--- src/rtl/fetch_queue_unit.sv ---
// Front end of the Tomasulo core: instruction memory, program counter and a
// small in-order instruction queue feeding dispatch over a valid/ready handshake.
`default_nettype none

module fetch_queue_unit #(
  parameter int INSTR_W    = 16,
  parameter int IMEM_DEPTH = 16,
  parameter int IQ_DEPTH   = 4,
  parameter int NUM_INSTR  = 16
) (
  input  logic               clk,
  input  logic               rst_n,
  input  logic               imem_we,
  input  logic [3:0]         imem_waddr,
  input  logic [INSTR_W-1:0] imem_wdata,
  input  logic               start,
  input  logic               flush,
  input  logic [3:0]         flush_pc,
  output logic               dq_valid,
  input  logic               dq_ready,
  output logic [INSTR_W-1:0] dq_instr,
  output logic [3:0]         dq_opcode,
  output logic [1:0]         dq_fu,
  output logic [3:0]         dq_pc,
  output logic [2:0]         iq_count,
  output logic               fetch_done
);

  localparam int PTR_W = $clog2(IQ_DEPTH);
  localparam int CNT_W = PTR_W + 1;
  localparam int FC_W  = $clog2(NUM_INSTR + 1);

  typedef enum logic [1:0] {
    IDLE  = 2'd0,
    FETCH = 2'd1,
    DONE  = 2'd2
  } state_t;

  state_t state, state_nxt;

  logic [3:0]         pc, pc_nxt;
  logic [FC_W-1:0]    fetched, fetched_nxt;
  logic [PTR_W-1:0]   head, tail;
  logic [CNT_W-1:0]   count, count_nxt;
  logic               push, pop;
  logic [INSTR_W-1:0] fetch_instr;
  logic [INSTR_W-1:0] head_instr_nxt;
  logic [3:0]         head_pc_nxt;

  logic [INSTR_W-1:0] imem    [IMEM_DEPTH];
  logic [INSTR_W-1:0] iq_instr[IQ_DEPTH];
  logic [3:0]         iq_pc   [IQ_DEPTH];

  assign fetch_instr = imem[pc];

  always_comb begin
    pop  = (count != '0) && dq_ready && !flush;
    push = !flush && (state == FETCH) &&
           ((count < CNT_W'(IQ_DEPTH)) || pop);

    state_nxt   = state;
    pc_nxt      = pc;
    fetched_nxt = fetched;
    if (flush) begin
      state_nxt = FETCH;
      pc_nxt    = flush_pc;
    end else begin
      case (state)
        IDLE: begin
          if (start) begin
            state_nxt   = FETCH;
            pc_nxt      = '0;
            fetched_nxt = '0;
          end
        end
        FETCH: begin
          if (push) begin
            pc_nxt = pc + 4'd1;
            // Saturating so a flush out of DONE cannot wrap the counter.
            if (fetched < FC_W'(NUM_INSTR)) fetched_nxt = fetched + FC_W'(1);
            if (fetched >= FC_W'(NUM_INSTR - 1)) state_nxt = DONE;
          end
        end
        DONE: begin
          if (start) state_nxt = IDLE;
        end
        default: state_nxt = IDLE;
      endcase
    end

    if (flush) begin
      count_nxt = '0;
    end else begin
      case ({push, pop})
        2'b10:   count_nxt = count + CNT_W'(1);
        2'b01:   count_nxt = count - CNT_W'(1);
        default: count_nxt = count;
      endcase
    end

    // The freshly fetched word bypasses storage when it becomes the new head.
    if ((count == '0) || ((count == CNT_W'(1)) && pop)) begin
      head_instr_nxt = fetch_instr;
      head_pc_nxt    = pc;
    end else if (pop) begin
      head_instr_nxt = iq_instr[head + PTR_W'(1)];
      head_pc_nxt    = iq_pc[head + PTR_W'(1)];
    end else begin
      head_instr_nxt = iq_instr[head];
      head_pc_nxt    = iq_pc[head];
    end
  end

  always_ff @(posedge clk or negedge rst_n) begin
    if (!rst_n) begin
      state      <= IDLE;
      pc         <= '0;
      fetched    <= '0;
      head       <= '0;
      tail       <= '0;
      count      <= '0;
      dq_instr   <= '0;
      dq_pc      <= '0;
      fetch_done <= 1'b0;
    end else begin
      state      <= state_nxt;
      pc         <= pc_nxt;
      fetched    <= fetched_nxt;
      count      <= count_nxt;
      fetch_done <= (state == DONE) && (count == '0);
      if (flush) begin
        head <= '0;
        tail <= '0;
      end else begin
        if (push) tail <= tail + PTR_W'(1);
        if (pop)  head <= head + PTR_W'(1);
      end
      if (count_nxt != '0) begin
        dq_instr <= head_instr_nxt;
        dq_pc    <= head_pc_nxt;
      end
    end
  end

  // Storage arrays are intentionally left unreset.
  always_ff @(posedge clk) begin
    if (imem_we && (state == IDLE)) imem[imem_waddr] <= imem_wdata;
    if (push) begin
      iq_instr[tail] <= fetch_instr;
      iq_pc[tail]    <= pc;
    end
  end

  assign dq_valid  = (count != '0);
  assign iq_count  = count;
  assign dq_opcode = dq_instr[INSTR_W-1:INSTR_W-4];

  always_comb begin
    dq_fu = 2'd3;
    case (dq_opcode)
      4'd0, 4'd1: dq_fu = 2'd0;
      4'd2, 4'd3: dq_fu = 2'd1;
      4'd4, 4'd5: dq_fu = 2'd2;
      default:    dq_fu = 2'd3;
    endcase
  end

endmodule

`default_nettype wire

--- config.mk ---
export PLATFORM = sky130hd
export DESIGN_NAME = fetch_queue_unit
export DESIGN_NICKNAME = d
export VERILOG_FILES = /design/src/rtl/fetch_queue_unit.sv
export SDC_FILE = /design/constraint.sdc
export NUM_CORES = 1
export LEC_CHECK = 0
export CAP_MARGIN = 20
export CORE_ASPECT_RATIO = 0.7
export CORE_MARGIN = 8
export CORE_UTILIZATION = 52
export CTS_CLUSTER_DIAMETER = 80
export CTS_CLUSTER_SIZE = 8
export DETAILED_ROUTE_END_ITERATION = 8
export PLACE_DENSITY = 0.68
export SYNTH_ARGS = -nofsm -noshare
export SYNTH_HDL_FRONTEND = slang
export SYNTH_SLANG_ARGS = --single-unit
--- constraint.sdc ---
create_clock -name clk -period 7.1 [get_ports clk]
set_clock_uncertainty 0.05 [all_clocks]
set_input_delay 1.065 -clock clk [delete_from_list [all_inputs] [get_ports clk]]
set_output_delay 1.065 -clock clk [all_outputs]
set_load 0.1 [all_outputs]
==> flow_metrics.env, run 1 <==
export IMPL_post_place_cells=1422
export IMPL_worst_slew_pin_slew_ns=1.05
export IMPL_pwr_density_cell_nw_per_um2=418
export IMPL_fmax_ghz=0.219
export IMPL_overflow=0
export IMPL_grt_total_usage_pct=19.7
export IMPL_drcViolationCount=0
export IMPL_synth_seq_cells=375
export IMPL_die_x_um=226
export IMPL_yosysTopAreaCell="edfxtp_1"
export IMPL_required_ns=5.98
export IMPL_final_nets=1110
export IMPL_min_path_type="in2async"
export IMPL_grtUsageMet3_pct=3.40
export IMPL_p_leak_nw=6.04
export IMPL_maxCapViolCount=0
export IMPL_crit_type="reg2out"
export IMPL_syn_area_um2=16000
export IMPL_grt_pass1_vias=9108
export IMPL_rr_endpoint="dq_instr[12]$_DFFE_PN0P_"
export IMPL_syn_inst=990
export IMPL_stdcell_count=1500
export IMPL_dpl_hpwl_um=21700
export IMPL_cts_setup_buffers=0
export IMPL_port_buffer_count=60
export IMPL_async_flop_share_pct=10.4
export IMPL_gr_usage_met2_pct=29.6
export IMPL_cpLargestDelayFamily="buffers and inverters"
export IMPL_clkSinkCount=375
export IMPL_syn_nets=1033
export IMPL_syn_area_per_cell_um2=16.2
export IMPL_worstSetupStartpointType="flop"
export IMPL_insertedDiodeCount=0
export IMPL_r2r_cells=11
export IMPL_crit_top_cell="inv_1"
export IMPL_drt_first_iter_violations=735
export IMPL_register_area_um2=11100
export IMPL_yosys_area_top_type_share_pct=63.0
export IMPL_maxSlewViolCount=0
export IMPL_period_needed_ns=4.56
export IMPL_wl_um=36000
export IMPL_io_pins=61
export IMPL_r2r_start="iq_count[0]$_DFF_PN0_"
export IMPL_coreArea_um2=30200
export IMPL_cpMaxStageDelayCell="clkdlybuf4s50_1"
export IMPL_cts_max_path_buffers=3
export IMPL_synthTopCellsByArea="edfxtp_1 63%, dfrtp_1 6.1%, mux2i_1 5.4%, mux2_2 4.8%, mux4_2 3.8%"
export IMPL_grt_max_degree=97
export IMPL_cts_buffers=52
export IMPL_drive_above_1_share_pct=18.2
export IMPL_whs_ns=0.307
export IMPL_antenna_found_initial=0
export IMPL_top_usage_layer="met2"
export IMPL_grt_pass1_wl_um=55200
export IMPL_multi_input_area_um2=4570
export IMPL_area_growth_pct=15.7
export IMPL_synthSimpleGateAreaFrac_pct=5.15
export IMPL_ir_worst_vdd_mv=0.404
export IMPL_synth_ff_type="edfxtp_1"
export IMPL_drt_pass1_iter_count=5
export IMPL_path_clk_slew_ns=0.05
export IMPL_hold_buffers=0
export IMPL_path_buf_inv=4
export IMPL_fin_crit_sh_pct=64.3
export IMPL_r2r_slack_ns=3.45
export IMPL_maxSlewHeadroom_pct=30.2
export IMPL_synth_compound_area_share_pct=7.28
export IMPL_gp_congestion=0.815
export IMPL_startpoint="iq_count[0]$_DFF_PN0_"
export IMPL_synth_area_mux_share_pct=14.8
export IMPL_num_rows=53
export IMPL_htreeDepth=2
export IMPL_synth_warnings=0
export IMPL_synth_cell_types=50
export IMPL_wire_per_inst_um=24.0
export IMPL_cp_end_kind="output pin"
export IMPL_rsz0062_at_grt="false"
export IMPL_cp_cell_sequence="inv_1 > ha_1 > nor2b_4 > buf_4 > inv_1 > clkdlybuf4s50_1"
export IMPL_synth_edf_count=336
export IMPL_cts_tree="yes"
export IMPL_clk_insertion_delay_late_ns=0.55
export IMPL_crit_arrival_ns=3.45
export IMPL_die_area_um2=36800
export IMPL_hold_violations=0
export IMPL_grtUsageMet1_pct=29.5
export IMPL_cts_resized=0
export IMPL_dieHeight_um=163
export IMPL_synth_adder_area_share_pct=1.02
export IMPL_synthTopCellsByCount="336 x edfxtp_1, 86 x mux2i_1, 68 x mux2_2"
export IMPL_yosysMostFrequentCell="edfxtp_1"
export IMPL_vias_per_cell=6.07
export IMPL_start_util_pct=53.1
export IMPL_cts_root_buf="clkbuf_16"
export IMPL_finalSetupViolCount=0
export IMPL_antenna_left=0
export IMPL_critPathMaxStageDelay_ns=1.22
export IMPL_fin_tns_setup_ns=0
export IMPL_vias=9098
export IMPL_synth_xor_area_share_pct=0.109
export IMPL_synth_top_family_by_area="multiplexers"
export IMPL_path_max_fanout=50
export IMPL_status="finished clean"
export IMPL_fill_cells=2231
export IMPL_ys_seq_area_share_pct=69.1
stage by stage:
step / power, mW / area (um^2) / worst slack, ns / util [%]
2_1_floorplan: 4.85 / 16000 / 3.33 / -
3_3_place_gp: 5.54 / 17000 / 2.35 / 56.5
3_5_place_dp: 5.58 / 17000 / 2.18 / 56.5
4_1_cts: 7.77 / 18500 / 2.53 / 61.2
5_1_grt: 8.07 / 18500 / 2.36 / 61.4
6_report: 7.75 / 18500 / 2.54 / 61.4
cell families (layout without fill, tap and decap cells):
family / after synthesis / in the layout
flip-flops: 375 / 375
multiplexers: 186 / 186
AND/OR/NAND/NOR: 171 / 171
AO/OA/AOI/OAI: 158 / 158
buffers and inverters: 85 / 183
adder cells (fa/ha/maj): 13 / 13
XOR/XNOR: 2 / 2
worst register-to-register path, cell delays in order (launching register included):
cell and delay [ns]:
dfrtp_1 0.45, inv_1 0.12, ha_1 0.24, nor2b_4 0.16, buf_4 0.46, nor2_1 0.16
ha_1 0.38, a211oi_1 0.28, a211oi_1 0.10, or3_1 0.59, buf_16 0.24, mux2_2 0.30
sequential cells by signal (all words and copies together) (netlist names):
| register | flops |
|---|---|
| imem | 256 |
| iq_instr | 64 |
| dq_instr | 16 |
| iq_pc | 16 |
| fetched | 5 |
| dq_pc | 4 |
| pc | 4 |
| iq_count | 3 |
| head | 2 |
| state | 2 |
| tail | 2 |
| fetch_done | 1 |
cell type report:
type | count | area share [%]
clock buffers | 73 | 7.56
clock inverters | 2 | 0.0945
flip-flops and latches | 375 | 59.8
repair buffers | 92 | 4.79
inverters | 16 | 0.324
well taps | 412 | 2.78
multi-input cells | 530 | 24.7
layer usage:
layer	wire length [um]	share of wire [%]	vias to the layer above
li1	-	-	4112
met1	17000	47	4633
met2	16100	45	303
met3	2410	6.7	50
met4	601	1.7	0
met5	0	0	-
how the worst max path moves through the flow:
stage                               endpoint  cells after the start
floorplan           dq_instr[15]$_DFFE_PN0P_                     12
global placement     dq_instr[5]$_DFFE_PN0P_                     10
detailed placement   dq_instr[6]$_DFFE_PN0P_                      9
CTS                                 dq_valid                      6
global route                        dq_valid                      6
finish                              dq_valid                      6
report_power, final:
| part | switching, mW | leakage (nW) | internal [mW] |
|---|---|---|---|
| clock network | 0.839 | 0.686 | 1.34 |
| logic | 1.81 | 1.85 | 0.895 |
| registers | 0.148 | 3.51 | 2.72 |
| total | 2.79 | 6.04 | 4.96 |
placed cells by master, fill, tap and decap left out, types with 4 or more instances in the layout:
cell type / n
and2_1: 4
o21ai_0: 31
clkbuf_1: 20
or4_1: 5
edfxtp_1: 336
mux2i_1: 86
clkbuf_16: 53
o22ai_1: 18
a31oi_1: 4
nor2_1: 32
o32ai_1: 16
o311ai_1: 16
nor3_2: 4
a211oi_1: 6
a221o_1: 18
nand2_1: 46
mux2_2: 68
o21a_1: 5
inv_1: 15
mux4_2: 27
dfrtp_1: 35
a32oi_1: 4
mux4_1: 5
or3_1: 4
o31ai_1: 23
buf_4: 28
ha_1: 13
nand2b_1: 6
nor3_1: 49
a21oi_1: 6
nor4b_1: 4
clkdlybuf4s50_1: 59
Note: power is estimated with default switching activity, not from simulation.
==> run 2: changes to the inputs <==
- clock period: 7.1 -> 4.75 ns (I/O delays scaled with it)
==> flow_metrics.env, run 2 (synthesized netlist as in run 1, its figures left out) <==
export IMPL_clkSinkCount=375
export IMPL_wl_um=36900
export IMPL_drt_first_iter_violations=939
export IMPL_p_leak_nw=6.06
export IMPL_status="finished clean"
export IMPL_worst_slew_pin_slew_ns=0.996
export IMPL_period_needed_ns=3.49
export IMPL_cts_tree="yes"
export IMPL_post_place_ws_ns=0.627
export IMPL_drcViolationCount=0
export IMPL_crit_type="in2reg"
export IMPL_antenna_left=0
export IMPL_regMostFlops="imem"
export IMPL_post_route_util_pct=61.5
export IMPL_fin_tns_setup_ns=0
export IMPL_cp_end_kind="flop"
export IMPL_dpl_hpwl_um=22500
export IMPL_p_int_mw=7.37
export IMPL_cpLargestDelayFamily="buffers and inverters"
export IMPL_final_common_cell="edfxtp_1"
export IMPL_grt_pass1_wl_um=56700
export IMPL_path_max_fanout=11
export IMPL_final_cell_mix="336 x edfxtp_1, 86 x mux2i_1, 68 x mux2_2, 58 x clkdlybuf4s50_1, 52 x clkbuf_16"
export IMPL_htreeDepth=2
export IMPL_hold_violations=0
export IMPL_cts_max_path_buffers=3
export IMPL_path_clk_slew_ns=0.05
export IMPL_min_path_type="reg2reg"
export IMPL_start_util_pct=53.1
export IMPL_largest_reg_flops=256
export IMPL_num_rows=53
export IMPL_clk_insertion_delay_late_ns=0.57
export IMPL_maxSlewHeadroom_pct=33.6
export IMPL_coreArea_um2=30200
export IMPL_cpMaxStageDelayCell="or3_1"
export IMPL_cts_buffers=52
export IMPL_io_pins=61
export IMPL_cp_cell_sequence="clkdlybuf4s50_1 > o21ai_0 > clkinv_1 > ha_1 > a211oi_1 > a211oi_1 > or3_1 > buf_8 > mux2_2"
export IMPL_vias=9289
export IMPL_area_growth_pct=15.8
export IMPL_drive_above_1_share_pct=18.7
export IMPL_top_regs="imem (256), iq_instr (64)"
export IMPL_swShare_pct=36.4
export IMPL_worst_slack_ns=1.26
export IMPL_vias_per_cell=6.16
export IMPL_grt_max_degree=57
export IMPL_ir_worst_vdd_mv=0.516
export IMPL_port_buffer_count=60
export IMPL_antenna_found_initial=0
export IMPL_final_nets=1117
export IMPL_wire_per_inst_um=24.5
export IMPL_worstSetupStartpointType="input pin"
export IMPL_p_sw_mw=4.23
export IMPL_insertedDiodeCount=0
export IMPL_overflow=0
export IMPL_pwr_density_cell_nw_per_um2=625
export IMPL_whs_ns=0.452
export IMPL_rsz0062_at_grt="false"
export IMPL_crit_top_cell="a211oi_1"
export IMPL_p_clk_share_pct=28.4
export IMPL_seqPwrFrac_pct=37.8
export IMPL_fmax_ghz=0.286
export IMPL_path_buf_inv=3
export IMPL_cts_root_buf="clkbuf_16"
export IMPL_p_comb_share_pct=33.8
export IMPL_drt_pass1_iter_count=8
export IMPL_grt_total_usage_pct=20.3
export IMPL_dieHeight_um=163
export IMPL_grt_pass1_vias=9236
export IMPL_finalSetupViolCount=0
export IMPL_critPathMaxStageDelay_ns=0.65
export IMPL_crit_arrival_ns=3.89
export IMPL_maxSlewViolCount=0
export IMPL_fin_crit_sh_pct=73.6
export IMPL_die_area_um2=36800
export IMPL_required_ns=5.14
export IMPL_maxCapViolCount=0
export IMPL_die_x_um=226
export IMPL_gp_congestion=0.778
[run 2: cell count changes in the layout (fill, tap and decap cells not counted), sizes merged]
cell and change:
buf +7, clkbuf -1, clkdlybuf4s50 -1, clkinv +1, dlygate4sd3 +1
[run 2: power by group through the flow]
| stage | combinational [mW] | clock, mW | sequential [mW] |
|---|---|---|---|
| floorplan | 2.30 | 0 | 4.95 |
| global placement | 3.86 | 0 | 4.43 |
| detailed placement | 3.91 | 0 | 4.44 |
| CTS | 3.92 | 3.36 | 4.38 |
| global route | 4.17 | 3.50 | 4.42 |
| finish | 3.92 | 3.30 | 4.38 |
[run 2: through the flow]
step	power [mW]	instance area, um^2	std cells
5_1_grt	12.1	18600	1507
3_5_place_dp	8.35	17100	1429
3_3_place_gp	8.29	17100	1429
2_1_floorplan	7.24	16000	990
6_report	11.6	18600	1507
4_1_cts	11.7	18500	1504
[run 2: path summary, 6_finish.rpt]
| check | start | endpoint | slack (ns) | depth (start not counted) |
|---|---|---|---|---|
| worst max-delay path | dq_ready | dq_instr[1]$_DFFE_PN0P_ | 1.26 | 9 |
| worst min-delay path | fetched[3]$_DFFE_PN0P_ | fetched[3]$_DFFE_PN0P_ | 0.45 | 1 |
| worst max register to register | iq_count[2]$_DFF_PN0_ | dq_instr[1]$_DFFE_PN0P_ | 1.34 | 9 |
| worst min register to register | fetched[3]$_DFFE_PN0P_ | fetched[3]$_DFFE_PN0P_ | 0.45 | 1 |
| max in group asynchronous | rst_n | head[1]$_DFFE_PN0P_ | 3.72 | 3 |
| min in group asynchronous | rst_n | state[0]$_DFFE_PN0P_ | 0.47 | 2 |
[run 2: layer usage]
metal	global-route usage, %	share of wire [%]
met2	30.5	44
met5	0	0
met3	3.69	6.9
met1	30.0	47
met4	5.81	2.0
[run 2: area by class of cell]
| cell class | instances | area, um^2 |
|---|---|---|
| clock buffers | 72 | 1380 |
| clock inverters | 3 | 45.0 |
| fillers | 2214 | 11600 |
| inverters | 16 | 60.1 |
| multi-input cells | 530 | 4570 |
| flip-flops and latches | 375 | 11100 |
| well taps | 412 | 515 |
| repair buffers | 99 | 908 |
[run 2: what timing repair did]
action | in CTS | in global routing
buffers inserted | 0 | 0
hold buffers | 0 | 1
endpoints found under the hold margin | 0 | 6
endpoints found under the setup margin | 0 | 0
gates resized for setup | 0 | 0
[run 2: worst reg2reg max path, delay by kind of cell, from the launching register on]
family          cells  cell delay, ns
buf+inv             3            0.77
compound gates      3            0.74
simple gates        1            0.65
flops               1            0.45
fa+ha+maj           1            0.33
mux                 1            0.30
==> run 3: changes to the inputs <==
- PLACE_DENSITY: 0.68 -> 0.7
- clock period: 4.75 -> 2.8 ns (I/O delays scaled with it)
==> flow_metrics.env, run 3 (synthesized netlist as in run 1, its figures left out) <==
export IMPL_wl_um=37900
export IMPL_path_clk_slew_ns=0.05
export IMPL_rsz0062_at_grt="true"
export IMPL_final_nets=1146
export IMPL_path_max_fanout=10
export IMPL_cts_max_path_buffers=3
export IMPL_worst_slew_pin_slew_ns=0.720
export IMPL_drt_first_iter_violations=1020
export IMPL_wire_per_inst_um=24.7
export IMPL_final_cell_mix="336 x edfxtp_1, 86 x mux2i_1, 83 x buf_4, 68 x mux2_2, 52 x clkbuf_16"
export IMPL_start_util_pct=53.1
export IMPL_post_route_util_pct=62.6
export IMPL_fin_crit_sh_pct=100
export IMPL_violations="negative setup slack"
export IMPL_dieHeight_um=163
export IMPL_fill_cells=2223
export IMPL_largest_reg_flops=256
export IMPL_crit_arrival_ns=3.22
export IMPL_clkSinkCount=375
export IMPL_vias=9417
export IMPL_setup_worst_path_end="dq_instr[15]$_DFFE_PN0P_"
export IMPL_coreArea_um2=30200
export IMPL_num_rows=53
export IMPL_drive_above_1_share_pct=24.8
export IMPL_r2r_cells=9
export IMPL_status="finished, violations left"
export IMPL_cts_buffers=52
export IMPL_maxCapViolCount=0
export IMPL_rr_endpoint="dq_instr[15]$_DFFE_PN0P_"
export IMPL_hold_violations=0
export IMPL_die_area_um2=36800
export IMPL_crit_type="reg2reg"
export IMPL_grt_total_usage_pct=20.7
export IMPL_finalSetupViolCount=7
export IMPL_startpoint="iq_count[1]$_DFF_PN0_"
export IMPL_grt_max_degree=51
export IMPL_cts_tree="yes"
export IMPL_pwr_density_cell_nw_per_um2=1060
export IMPL_p_leak_nw=6.26
export IMPL_min_path_type="in2async"
export IMPL_antenna_left=0
export IMPL_top_regs="imem (256), iq_instr (64)"
export IMPL_r2r_slack_ns=-0.01
export IMPL_gp_congestion=0.781
export IMPL_final_common_cell="edfxtp_1"
export IMPL_drt_pass1_iter_count=7
export IMPL_placed_area_um2=17400
export IMPL_insertedDiodeCount=0
export IMPL_antenna_found_initial=0
export IMPL_fin_area_um2=18900
export IMPL_die_x_um=226
export IMPL_cts_root_buf="clkbuf_16"
export IMPL_maxSlewHeadroom_pct=51.8
export IMPL_io_pins=61
export IMPL_htreeDepth=2
export IMPL_regMostFlops="imem"
export IMPL_grt_pass1_vias=9555
export IMPL_worstSetupStartpointType="flop"
export IMPL_drcViolationCount=0
export IMPL_dpl_hpwl_um=23300
export IMPL_grt_pass1_wl_um=58000
export IMPL_required_ns=3.20
export IMPL_worst_slack_ns=-0.0135
export IMPL_maxSlewViolCount=0
export IMPL_area_growth_pct=18.0
export IMPL_fmax_ghz=0.355
export IMPL_fin_tns_setup_ns=-0.0475
export IMPL_vias_per_cell=6.13
export IMPL_clk_insertion_delay_late_ns=0.57
export IMPL_r2r_start="iq_count[1]$_DFF_PN0_"
export IMPL_ir_worst_vdd_mv=0.884
export IMPL_overflow=0
export IMPL_cp_end_kind="flop"
export IMPL_port_buffer_count=60
export IMPL_period_needed_ns=2.81
-- run 3: cell types whose count changed in the layout (fill, tap and decap cells not counted), moves of 3 or more --
cell,delta
ha_1,-3
clkdlybuf4s50_1,-30
buf_4,+46
or3_4,+3
inv_1,-3
buf_12,+11
dfrtp_1,-3
dfrtp_4,+3
-- run 3: repair_timing --
| item | 4_1_cts | 5_1_grt |
|---|---|---|
| gates resized for setup | 4 | 6 |
| hold buffers | 1 | 0 |
| hold endpoints to repair | 28 | 0 |
| buffers inserted | 1 | 0 |
| cloned | 0 | 2 |
| setup endpoints to repair | 1 | 21 |
| pin swaps | 0 | 3 |
-- run 3: worst min path at each step --
stage / slack [ns] / to / from / cells past startpoint
floorplan: 0.07 / dq_instr[0]$_DFFE_PN0P_ / rst_n / 0
global placement: 0.44 / fetched[3]$_DFFE_PN0P_ / fetched[3]$_DFFE_PN0P_ / 1
detailed placement: 0.46 / fetched[3]$_DFFE_PN0P_ / rst_n / 1
CTS: 0.39 / fetched[3]$_DFFE_PN0P_ / rst_n / 2
global route: 0.46 / pc[2]$_DFFE_PN0P_ / flush_pc[2] / 3
finish: 0.38 / state[1]$_DFFE_PN0P_ / rst_n / 2
-- run 3: area by class of cell --
cell class,instances,area [um^2],share of cell area [%]
Multi-Input combinational cell,532,4650,24.6
Sequential cell,375,11100,58.6
Timing Repair Buffer,126,1170,6.19
Inverter,16,68.8,0.364
Tap cell,412,515,2.73
Clock buffer,71,1370,7.26
Clock inverter,3,45.0,0.238
-- run 3: report_power, final --
| group | internal (mW) | total (mW) | switching [mW] |
|---|---|---|---|
| Sequential | 6.91 | 7.33 | 0.418 |
| Clock | 3.36 | 5.56 | 2.21 |
| Combinational | 2.54 | 7.19 | 4.65 |
| Total | 12.8 | 20.1 | 7.27 |
-- run 3: critical path, stage by stage (launching register included) --
cell and delay [ns]:
dfrtp_4 0.50, inv_4 0.10, ha_4 0.16, nor2b_4 0.20, nor2_4 0.06, ha_4 0.29, a211oi_1 0.06, a211oi_2 0.52
or3_4 0.36, mux2_2 0.37
-- run 3: stage by stage --
stage,hold WS [ns],instances,total power [mW],setup WS (ns)
floorplan,0.0744,990,12.4,-0.104
global placement,0.442,1456,14.3,-0.129
detailed placement,0.456,1456,14.5,-0.211
CTS,0.394,1532,20.1,0.0419
global route,0.458,1535,20.9,-0.0679
finish,0.378,1535,20.1,-0.0135
-- run 3: metal layers --
metal	GRT usage [%]	vias up	wire length, um	share of wire [%]
li1	-	4198	-	-
met1	29.4	4827	16700	44
met2	32.0	331	17400	46
met3	4.37	61	2820	7.4
met4	6.34	0	880	2.3
met5	0	-	0	0
